`src/rtl/mole_timer.sv`:
```
// Prescaled 11-bit interval timer for the mole control FSM: counts down from a
// loaded interval or up from zero, saturating at the end of range.
// Optional feature: define MOLE_TIMER_AUTOSTOP_EN to freeze the prescaler once expired.
module mole_timer #(
  parameter int WIDTH         = 11,
  parameter int CLKS_PER_TICK = 50000
) (
  input  logic             clk,
  input  logic             reset_n,
  input  logic             timer_reset,
  input  logic             up,
  input  logic             enable,
  input  logic [WIDTH-1:0] load_value,
  output logic [WIDTH-1:0] timer_value,
  output logic             tick,
  output logic             expired
);

  localparam int               PRE_W    = (CLKS_PER_TICK > 1) ? $clog2(CLKS_PER_TICK) : 1;
  localparam logic [PRE_W-1:0] PRE_LAST = PRE_W'(CLKS_PER_TICK - 1);
  localparam logic [WIDTH-1:0] MAX_VAL  = {WIDTH{1'b1}};

  logic [PRE_W-1:0] pre;
  logic             dir;
  logic             run;
  logic             wrap;

  // One count step in the latched direction, clamped at either end of range.
  function automatic logic [WIDTH-1:0] sat_step(input logic [WIDTH-1:0] v, input logic d);
    logic [WIDTH-1:0] r;
    r = v;
    if (d) begin
      if (v != MAX_VAL) r = v + WIDTH'(1);
    end else begin
      if (v != '0) r = v - WIDTH'(1);
    end
    return r;
  endfunction

  // Decoded from registers only, so there is no input-to-output path.
  assign expired = dir ? (timer_value == MAX_VAL) : (timer_value == '0);
  assign wrap    = (pre == PRE_LAST);

`ifdef MOLE_TIMER_AUTOSTOP_EN
  assign run = enable & ~expired;
`else
  assign run = enable;
`endif

  always_ff @(posedge clk or negedge reset_n) begin
    if (!reset_n) begin
      timer_value <= MAX_VAL;
      pre         <= '0;
      dir         <= 1'b0;
      tick        <= 1'b0;
    end else if (timer_reset) begin
      // A load beats a simultaneous prescaler wrap: no step, no tick.
      dir         <= up;
      timer_value <= up ? '0 : load_value;
      pre         <= '0;
      tick        <= 1'b0;
    end else if (run) begin
      if (wrap) begin
        pre         <= '0;
        tick        <= 1'b1;
        timer_value <= sat_step(timer_value, dir);
      end else begin
        pre  <= pre + PRE_W'(1);
        tick <= 1'b0;
      end
    end else begin
      tick <= 1'b0;
    end
  end

endmodule

```
`config.mk`:
```
export PLATFORM = sky130hd
export DESIGN_NAME = mole_timer
export DESIGN_NICKNAME = d
export VERILOG_FILES = /design/src/rtl/mole_timer.sv
export SDC_FILE = /design/constraint.sdc
export NUM_CORES = 1
export LEC_CHECK = 0
export BUFFER_PORTS_ARGS = -buffer_cell sky130_fd_sc_hd__buf_4
export CORE_MARGIN = 1.5
export CORE_UTILIZATION = 51
export CTS_CLUSTER_SIZE = 10
export DETAILED_ROUTE_END_ITERATION = 8
export PLACE_DENSITY_LB_ADDON = 0.12
export REMOVE_ABC_BUFFERS = 1
export SLEW_MARGIN = 15
export SYNTH_ARGS = -nofsm -noshare
export SYNTH_HDL_FRONTEND = slang
export SYNTH_SLANG_ARGS = --single-unit
```
`constraint.sdc`:
```
create_clock -name clk -period 2.2 [get_ports clk]
set_clock_uncertainty 0.1 [all_clocks]
set_input_delay 0.11 -clock clk [delete_from_list [all_inputs] [get_ports clk]]
set_output_delay 0.11 -clock clk [all_outputs]
set_load 0.1 [all_outputs]
```
==> metrics.md, run 1 <==
| Metric | Value |
|---|---|
| Outcome | completed |
| Worst-Skew Late Latency | 0.29 ns |
| Initial DRC Count | 150 |
| Mux contribution to synthesized area | 3.998% |
| Largest area contributor in the netlist | dfrtp_1 |
| Area growth syn-to-layout | 37.48% |
| Chip width | 65.67 µm |
| Adder-Cell Fraction of Synth Area | 7.245% |
| Antenna Cells | 0 |
| TritonCTS buffer count | 5 |
| CP max stage delay | 0.58 ns |
| IO Port Bufs | 28 |
| Kind of critical path | reg -> reg |
| Number of synthesized flops with an enable pin | 0 |
| Mapped Cells | 216 |
| Sink Count | 29 |
| Startpoint types | flip-flop |
| Synth Area in Compound Gates | 17.80% |
| TNS Setup | 0 ns |
| RSZ-0062 raised after global routing | true |
| Share of cells above drive strength 1 | 37.20% |
| Pins Over Slew Limit | 0 |
| Routed Antenna Nets | 0 |
| Routed wl met2 | 2365 µm |
| Final Setup Violations | 0 |
| Vias in the first global route | 1908 |
| Total wire length after detailed routing | 5145 µm |
| NumNets Final | 319 |
| Wirelength per Cell | 15.09 µm |
| Tmin final | 2.184 ns |
| Yosys reg bits | 29 |
| CP max-delay cell | or4b_4 |
| DRC | 0 |
| Placed cells | 320 |
| Starting Density | 53.91% |
| Rel. slew slack | 66.66% |
| Crit path cell chain | or4b_4 > nor4_4 > o311a_4 > buf_12 > mux2i_1 > a22o_1 |
| WHS | 0.002314 ns |
| Max-Cap Viols | 0 |
| Seq/Total Area, Yosys | 36.91% |
| Final worst path period share | 99.27% |
| Crit path capture type | flip-flop |
| Synth area leaders | dfrtp_1 (22%), dfstp_2 (14%), ha_1 (6.2%) |
| WL met3 | 288 µm |
| Worst-margin pin slew | 0.4982 ns |
| Max layer used | met4 |
| Primary FF master, synth | dfrtp_1 |
| Placeable Area | 3716 µm² |
| DR vias | 1906 |
| Htree depth | 2 |
| Clock-pin transition on the worst setup and hold timing paths | 0.06 ns |
| First-pass GRT wire length | 8838 µm |
| R2r setup slk | 0.02 ns |
| Worst vdd ir | 0.4588 mV |
| Number of hold violations in the final report | 0 |
| CP Buf/Inv Count | 1 |
| Mapped cell area | 2003 µm² |
| Most frequent cell after synthesis | nand2_1 |
| Grt ovf | 0 |
| DP Wirelength | 3634 µm |
| Pwr dens | 577.2 nW/µm² |
| GP Congestion | 0.9448 |
| Clock Path Buffers | 2 |
| Top post-synthesis cells by count | nand2_1 (21), dfrtp_1 (18), o21ai_0 (16) |
| Total GRT Usage | 26.96% |
| Synth async-reset ratio | 100.0% |
| Largest net degree at the start of global routing | 30 |
| Hold Path Class | in -> reg |
| I/O Pins | 29 |
| Peak Freq | 457.9 MHz |
| Rows | 22 |
| CTS root buf | clkbuf_8 |
| Synth warnings | 0 |
| Critical path peak fanout | 7 |
| Die area | 4313 µm² |
| Met1 wire length | 2449 µm |
| Worst EP required | 2.33 ns |
| Post-synth cell types | 49 |
| Leakage | 1.238 nW |
| Largest family of logic cells by synthesized area | simple AND/OR/NAND/NOR gates |
| Syn_area_per_cell | 9.274 µm² |
| CTS tree | done |
| Average via count per standard cell | 5.589 |
| Worst path top cell family by delay | simple AND/OR/NAND/NOR gates |
| First-pass DRT Iterations | 4 |
| Area share of and/or/nand/nor cells after synthesis | 23.36% |
| CP arrival | 2.31 ns |
| Synth Area in XOR/XNOR | 6.558% |
| Initial antenna violation count | 0 |
| Final Core Density | 74.11% |
| Top cell type's share of synthesized area | 22.49% |
| Fin cells | 341 |
| Die height | 65.67 µm |
| Total power | 1.590 mW |
==> state kept, by name (all words and copies together), names as in the netlist <==
register / flops
dir: 1
timer_value: 11
pre: 16
tick: 1
==> cell usage in the layout (no fill, tap or decap), types with 5 or more instances in the layout <==
master         count
o31ai_1            5
nor2_1            14
clkbuf_8           5
o21ai_0           10
ha_1               9
inv_1              9
mux2i_1            7
dfrtp_1           18
nand2_1           21
nand3_1            8
xnor2_1            8
a21oi_1           10
xor2_1             7
o21ai_1            9
nand4_1            7
nor3_1             6
buf_4             62
dfstp_2           11
dlygate4sd3_1      9
==> per-layer routing <==
metal	vias up	global-route usage [%]
met5	-	0
met4	0	8.594
met3	4	4.795
met2	56	42.17
met1	901	37.72
li1	945	-
==> report_power, final <==
group	leakage [nW]	total, mW	internal, mW	switching, mW
registers	0.363	0.599	0.572	0.0270
clock network	0.0450	0.428	0.219	0.209
logic	0.830	0.563	0.215	0.348
total	1.24	1.59	1.01	0.584
==> metrics by stage <==
| stage | setup slack [ns] | area [µm²] |
|---|---|---|
| finish | 0.01614 | 2754 |
| global route | -0.04943 | 2754 |
| CTS | 0.003422 | 2670 |
| detailed placement | 0.02084 | 2489 |
| global placement | 0.03188 | 2489 |
| floorplan | -1.391 | 1958 |
==> final cells by class <==
| class | instances | area (µm²) |
|---|---|---|
| sequential | 29 | 739.5 |
| timing repair buffer | 74 | 598.1 |
| fill | 307 | 962.2 |
| tap | 48 | 60.06 |
| clock inverter | 2 | 10.01 |
| clock buffer | 6 | 72.57 |
| inverter | 10 | 37.54 |
| multi-input combinational | 172 | 1236 |
==> logic make-up (layout without fill, tap and decap cells) <==
logic type / count (synthesis) / count (layout)
adders and majority gates: 11 / 11
AOI/OAI and AO/OA: 54 / 54
and+or+nand+nor: 84 / 84
xor gates and xnor gates: 15 / 15
DFF: 29 / 29
muxes: 8 / 8
buffers and inverters: 15 / 92
==> worst register-to-register path, cell delays in order (launching register included) <==
cell     delay (ns)
dfrtp_1        0.39
or4b_4         0.58
nor4_4         0.31
o311a_4        0.28
buf_12         0.14
mux2i_1        0.20
a22o_1         0.14
==> final timing paths <==
path | to | startpoint | cells after the start
setup / recovery | timer_value[1]$_DFFE_PN1P_ | pre[4]$_DFFE_PN0N_ | 6
hold / removal | timer_value[9]$_DFFE_PN1P_ | load_value[9] | 3
setup reg to reg | timer_value[1]$_DFFE_PN1P_ | pre[4]$_DFFE_PN0N_ | 6
hold reg to reg | pre[1]$_DFFE_PN0N_ | pre[1]$_DFFE_PN0N_ | 2
max in group asynchronous | timer_value[7]$_DFFE_PN1P_ | reset_n | 2
min in group asynchronous | pre[15]$_DFFE_PN0N_ | reset_n | 2
==> what timing repair did <==
item | CTS | global route
hold buffers | 9 | 0
resized for setup | 2 | 20
pin swaps | 1 | 13
endpoints found under the setup margin | 1 | 17
hold endpoints to repair | 37 | 0
setup buffers | 0 | 4
No activity file was read; power rests on OpenSTA's default activity.
==> run 2: changes to the inputs <==
==> constraint.sdc (replaced) <==
create_clock -name clk -period 2.2 [get_ports clk]
set_clock_uncertainty 0.1 [all_clocks]
set_input_delay 0.66 -clock clk [delete_from_list [all_inputs] [get_ports clk]]
set_output_delay 0.66 -clock clk [all_outputs]
set_load 0.1 [all_outputs]
==> run 2 against run 1 <==
- the flow now finishes with violations (setup timing)
- largest cell class unchanged
- critical path depth down 2
- die area unchanged
- count of clock-buffer cells in the layout down 1
- power rose by 4.1%
- via count up 2.0%
- first-iteration DRC count shrank 21%
- highest routed layer unchanged
- sequential power up 0.8%
- wire length is 3.9% higher
- design area is 2.4% higher
- cell count fell by 0.29%
==> metrics.md, run 2 (synthesized netlist as in run 1, its figures left out) <==
| Metric | Value |
|---|---|
| Pins Over Slew Limit | 0 (unchanged) |
| Grt ovf | 0 (unchanged) |
| Hold Path Class | in -> async (was in -> reg) |
| Starting Density | 53.91% (unchanged) |
| Placed cells | 324 (was 320) |
| Antenna Cells | 0 (unchanged) |
| Sink Count | 29 (unchanged) |
| Total wire length after detailed routing | 5347 µm (was 5145 µm) |
| GP Congestion | 0.8977 (was 0.9448) |
| Placeable Area | 3716 µm² (unchanged) |
| Routed Antenna Nets | 0 (unchanged) |
| Leakage | 1.247 nW (was 1.238 nW) |
| Htree depth | 2 (unchanged) |
| NumNets Final | 318 (was 319) |
| Worst EP required | 1.44 ns (was 2.33 ns) |
| Crit path capture type | output pin (was flip-flop) |
| TNS Setup | -0.3999 ns (was 0 ns) |
| RR Endpoint | timer_value[9]$_DFFE_PN1P_ (was timer_value[1]$_DFFE_PN1P_) |
| Clock-pin transition on the worst setup and hold timing paths | 0.08 ns (was 0.06 ns) |
| Wirelength per Cell | 15.73 µm (was 15.09 µm) |
| First-pass DRT Iterations | 4 (unchanged) |
| Total power | 1.654 mW (was 1.590 mW) |
| Average via count per standard cell | 5.721 (was 5.589) |
| Hold-fix buffers, CTS | 0 (was 9) |
| Worst-Skew Late Latency | 0.29 ns (about the same) |
| Reg2reg path depth | 9 (was 6) |
| Worst vdd ir | 0.4217 mV (was 0.4588 mV) |
| Critical path peak fanout | 3 (was 7) |
| Largest net degree at the start of global routing | 30 (unchanged) |
| First-pass GRT wire length | 8293 µm (was 8838 µm) |
| Area growth syn-to-layout | 40.79% (was 37.48%) |
| Max-Cap Viols | 0 (unchanged) |
| Initial antenna violation count | 0 (unchanged) |
| Tmin final | 2.476 ns (was 2.184 ns) |
| Max reg flops | 16 (unchanged) |
| Chip width | 65.67 µm (unchanged) |
| Placed cell area | 2519 µm² (was 2489 µm²) |
| Vias in the first global route | 1791 (was 1908) |
| R2r setup slk | -0.08 ns (was 0.02 ns) |
| Final Setup Violations | 7 (was 0) |
| DP Wirelength | 3694 µm (was 3634 µm) |
| Clock Path Buffers | 2 (unchanged) |
| Die area | 4313 µm² (unchanged) |
| CP arrival | 1.72 ns (was 2.31 ns) |
| Peak Freq | 403.8 MHz (was 457.9 MHz) |
| CTS root buf | clkbuf_8 (unchanged) |
| DRC | 0 (unchanged) |
| Violated checks | setup timing |
| Number of hold violations in the final report | 0 (unchanged) |
| IO Port Bufs | 28 (unchanged) |
| Initial DRC Count | 119 (was 150) |
| Worst-margin pin slew | 0.3720 ns (was 0.4982 ns) |
| Fill cell count | 275 (was 307) |
| DR vias | 1945 (was 1906) |
| I/O Pins | 29 (unchanged) |
| Kind of critical path | reg -> out (was reg -> reg) |
| Most frequent cells in the layout | buf_4 (68), nand2_1 (21), dfrtp_1 (18), nor2_1 (14) (was buf_4 (62), nand2_1 (21), dfrtp_1 (18), nor2_1 (14), dfstp_2 (11)) |
| RSZ-0062 raised after global routing | true (unchanged) |
| Pwr dens | 586.6 nW/µm² (was 577.2 nW/µm²) |
| Final worst path period share | 112.6% (was 99.27%) |
| Rel. slew slack | 75.20% (was 66.66%) |
| Worst r2r src | dir$_DFFE_PN0P_ (was pre[4]$_DFFE_PN0N_) |
| CTS tree | done (unchanged) |
| Setup ws final | -0.2764 ns (was 0.01614 ns) |
| Reg with most FFs | pre (unchanged) |
| Outcome | finished, violations left (was completed) |
| Share of cells above drive strength 1 | 43.49% (was 37.20%) |
| Startpoint types | flip-flop (unchanged) |
| TritonCTS buffer count | 5 (unchanged) |
| Fin area | 2820 µm² (was 2754 µm²) |
| Rows | 22 (unchanged) |
| WHS | 0.1850 ns (was 0.002314 ns) |
| Commonest non-fill, non-tap cell in the layout | buf_4 (unchanged) |
| Fin cells | 340 (was 341) |
| Biggest regs | pre x16, timer_value x11 (unchanged) |
| Die height | 65.67 µm (unchanged) |
| Total GRT Usage | 25.27% (was 26.96%) |
## run 2: cell types whose count changed in the layout (fill, tap and decap cells not counted), sizes merged
cell,change
buf,+7
clkinv,-2
dlygate4sd3,-9
clkinvlp,+3
## run 2: final cells by class
cell class,instances,area (µm²),share of cell area [%]
multi-input combinational,172,1314,46.58
clock buffer,5,68.82,2.440
sequential,29,739.5,26.22
inverter,10,37.54,1.331
timing repair buffer,73,578.1,20.50
tap,48,60.06,2.130
clock inverter,3,22.52,0.7986
## run 2: worst max path at each step
stage	start	endpoint	slack, ns	cells after the start
after floorplan	timer_value[0]$_DFFE_PN1P_	expired	-1.94	2
after global placement	timer_reset	pre[15]$_DFFE_PN0N_	-0.07	7
after detailed placement	timer_reset	pre[13]$_DFFE_PN0N_	-0.11	7
after CTS	timer_value[2]$_DFFE_PN1P_	expired	-0.18	4
after global routing	timer_value[5]$_DFFE_PN1P_	expired	-0.29	3
final	timer_value[2]$_DFFE_PN1P_	expired	-0.28	4
## run 2: per-layer routing
metal	GRT usage (%)	share of wire [%]	vias up
li1	-	-	942
met1	36.82	48	948
met3	4.795	4.9	4
met5	0	0	-
met4	7.031	0.73	0
met2	38.13	47	51
## run 2: timing repair
action	4_1_cts	5_1_grt
setup buffers	7	1
pin swaps	8	8
gates resized for setup	7	27
endpoints found under the setup margin	10	19
## run 2: stage by stage
step	setup WS [ns]	util [%]
floorplan	-1.941	-
global placement	-0.07170	67.78
detailed placement	-0.1069	67.78
CTS	-0.1785	72.59
global route	-0.2893	75.89
finish	-0.2764	75.89
## run 2: where the power goes
group / total (mW) / internal [mW] / switching, mW
combinational: 0.592 / 0.230 / 0.361
sequential: 0.604 / 0.572 / 0.0316
clock: 0.459 / 0.222 / 0.237
total: 1.65 / 1.02 / 0.630
## run 2: worst max-delay path, cell delays in order (launching register included)
cell and delay [ns]:
dfstp_2 0.56, buf_6 0.11, nand4_1 0.14, o31ai_2 0.31, clkbuf_8 0.31
==> run 3: changes to the inputs <==
--- a/config.mk
+++ b/config.mk
@@ -6,8 +6,10 @@
 export NUM_CORES = 1
 export LEC_CHECK = 0
 export BUFFER_PORTS_ARGS = -buffer_cell sky130_fd_sc_hd__buf_4
+export CELL_PAD_IN_SITES_DETAIL_PLACEMENT = 1
+export CELL_PAD_IN_SITES_GLOBAL_PLACEMENT = 1
 export CORE_MARGIN = 1.5
-export CORE_UTILIZATION = 51
+export CORE_UTILIZATION = 39
 export CTS_CLUSTER_SIZE = 10
 export DETAILED_ROUTE_END_ITERATION = 8
 export PLACE_DENSITY_LB_ADDON = 0.12
==> run 3 against run 2 <==
- the run still ends with setup timing left
- critical path type unchanged
- worst hold slack gained 0.0077 ns
- flip-flop and latch count unchanged
- largest power group is now combinational cells
- design area increased by 4.3%
- sequential share of layout area down 1.1 points
- register-to-register slack is essentially flat
- non-clock buffer count increased by 7
- via count is 6.9% higher
- largest cell class unchanged
- critical path depth is 1 higher
- maximum frequency is 1.1% higher
==> metrics.md, run 3 (synthesized netlist as in run 1, its figures left out) <==
| Metric | Value |
|---|---|
| Outcome | finished, violations left (unchanged) |
| Violated checks | setup timing (unchanged) |
| CTS root buf | clkbuf_8 (unchanged) |
| Final worst path period share | 111.3% (was 112.6%) |
| Max-Cap Viols | 0 (unchanged) |
| DR vias | 2079 (was 1945) |
| Crit path capture type | output pin (unchanged) |
| Startpoint types | flip-flop (unchanged) |
| Final Setup Violations | 12 (was 7) |
| WHS | 0.1927 ns (was 0.1850 ns) |
| Fin cells | 366 (was 340) |
| Placed cell area | 2522 µm² (was 2519 µm²) |
| CP arrival | 1.69 ns (was 1.72 ns) |
| Area growth syn-to-layout | 46.85% (was 40.79%) |
| Routed Antenna Nets | 0 (unchanged) |
| RSZ-0062 raised after global routing | true (unchanged) |
| Worst-margin pin slew | 0.3931 ns (was 0.3720 ns) |
| Multi-input gate area | 1329 µm² (was 1314 µm²) |
| Placeable Area | 4848 µm² (was 3716 µm²) |
| Share of cells above drive strength 1 | 46.15% (was 43.49%) |
| GP Congestion | 0.8003 (was 0.8977) |
| Worst r2r src | pre[5]$_DFFE_PN0N_ (was dir$_DFFE_PN0P_) |
| TNS Setup | -0.7237 ns (was -0.3999 ns) |
| Clock-pin transition on the worst setup and hold timing paths | 0.07 ns (was 0.08 ns) |
| Wirelength per Cell | 19.54 µm (was 15.73 µm) |
| Leakage | 1.299 nW (was 1.247 nW) |
| Biggest regs | pre x16, timer_value x11 (unchanged) |
| Kind of critical path | reg -> out (unchanged) |
| DP Wirelength | 4270 µm (was 3694 µm) |
| Total power | 1.865 mW (was 1.654 mW) |
| Total wire length after detailed routing | 7152 µm (was 5347 µm) |
| Peak Freq | 408.3 MHz (was 403.8 MHz) |
| Htree depth | 2 (unchanged) |
| Clock Path Buffers | 2 (unchanged) |
| Total GRT Usage | 25.60% (was 25.27%) |
| Sink Count | 29 (unchanged) |
| NumNets Final | 325 (was 318) |
| Commonest non-fill, non-tap cell in the layout | buf_4 (unchanged) |
| Number of hold violations in the final report | 0 (unchanged) |
| I/O Pins | 29 (unchanged) |
| Worst EP required | 1.44 ns (about the same) |
| Most frequent cells in the layout | buf_4 (73), nand2_1 (20), dfrtp_1 (18), nor2_1 (14), dfstp_2 (11) (was buf_4 (68), nand2_1 (21), dfrtp_1 (18), nor2_1 (14)) |
| Pwr dens | 633.9 nW/µm² (was 586.6 nW/µm²) |
| Die area | 5576 µm² (was 4313 µm²) |
| First-pass DRT Iterations | 4 (unchanged) |
| Tmin final | 2.449 ns (was 2.476 ns) |
| Die height | 74.67 µm (was 65.67 µm) |
| Largest net degree at the start of global routing | 30 (unchanged) |
| DRC | 0 (unchanged) |
| Antenna Cells | 0 (unchanged) |
| Vias in the first global route | 2066 (was 1791) |
| CTS tree | done (unchanged) |
| Fin area | 2942 µm² (was 2820 µm²) |
| First-pass GRT wire length | 10500 µm (was 8293 µm) |
| R2r setup slk | -0.08 ns (about the same) |
| Worst vdd ir | 0.3512 mV (was 0.4217 mV) |
| Rel. slew slack | 73.79% (was 75.20%) |
| Grt ovf | 0 (unchanged) |
| Placed cells | 342 (was 324) |
| Starting Density | 41.32% (was 53.91%) |
| RR Endpoint | timer_value[1]$_DFFE_PN1P_ (was timer_value[9]$_DFFE_PN1P_) |
| Register area | 739.5 µm² (unchanged) |
| TritonCTS buffer count | 5 (unchanged) |
| Critical path peak fanout | 3 (unchanged) |
| Pins Over Slew Limit | 0 (unchanged) |
| Chip width | 74.67 µm (was 65.67 µm) |
| Worst-Skew Late Latency | 0.29 ns (about the same) |
| Average via count per standard cell | 5.680 (was 5.721) |
| Hold Path Class | in -> async (unchanged) |
| Initial antenna violation count | 0 (unchanged) |
| IO Port Bufs | 28 (unchanged) |
| Setup ws final | -0.2489 ns (was -0.2764 ns) |
| Max reg flops | 16 (unchanged) |
| Initial DRC Count | 94 (was 119) |
| Fill cell count | 561 (was 275) |
| Reg with most FFs | pre (unchanged) |
| Reg2reg path depth | 6 (was 9) |
| Rows | 25 (was 22) |
[run 3: per-stage QoR]
step,util [%],setup WS (ns)
6_report,60.67,-0.2489
3_3_place_gp,52.03,-0.05135
3_5_place_dp,52.03,-0.1277
4_1_cts,57.63,-0.1998
2_1_floorplan,-,-1.941
5_1_grt,60.67,-0.2467
[run 3: repair_timing]
| item | 4_1_cts | 5_1_grt |
|---|---|---|
| setup buffers | 10 | 6 |
| endpoints found under the setup margin | 12 | 21 |
| hold buffers | 0 | 0 |
| pin swaps | 12 | 14 |
| resized for setup | 15 | 28 |
[run 3: critical path: stages, from the launching register on]
cell      delay [ns]
dfstp_2         0.40
buf_4           0.16
nor4_4          0.30
nand3_2         0.15
o31ai_2         0.10
clkbuf_8        0.29
[run 3: area by class of cell]
cell class	instances	area share [%]
Multi-Input combinational cell	172	45.17
Sequential cell	29	25.14
Timing Repair Buffer	80	21.40
Tap cell	67	2.850
Clock buffer	6	2.807
Inverter	10	1.361
Clock inverter	2	1.276
[run 3: worst max-delay path by stage]
stage | endpoint | start | depth (start not counted) | slack, ns
6_report | expired | timer_value[0]$_DFFE_PN1P_ | 5 | -0.25
5_1_grt | expired | timer_value[0]$_DFFE_PN1P_ | 5 | -0.25
2_1_floorplan | expired | timer_value[0]$_DFFE_PN1P_ | 2 | -1.94
3_5_place_dp | pre[15]$_DFFE_PN0N_ | enable | 7 | -0.13
3_3_place_gp | timer_value[8]$_DFFE_PN1P_ | enable | 8 | -0.05
4_1_cts | expired | timer_value[6]$_DFFE_PN1P_ | 3 | -0.20
[run 3: routing by layer]
layer	vias to the layer above	part of all wire, %	track usage (%)
met1	1044	44	35.19
met2	64	49	41.77
li1	956	-	-
met4	0	2.5	7.071
met5	-	0	0
met3	15	4.5	4.552
[run 3: where the power goes]
group          internal [mW]  leakage, nW  total [mW]  switching (mW)
Clock                  0.368       0.0574       0.603           0.234
Combinational          0.254        0.879       0.660           0.406
Sequential             0.572        0.363       0.602          0.0302
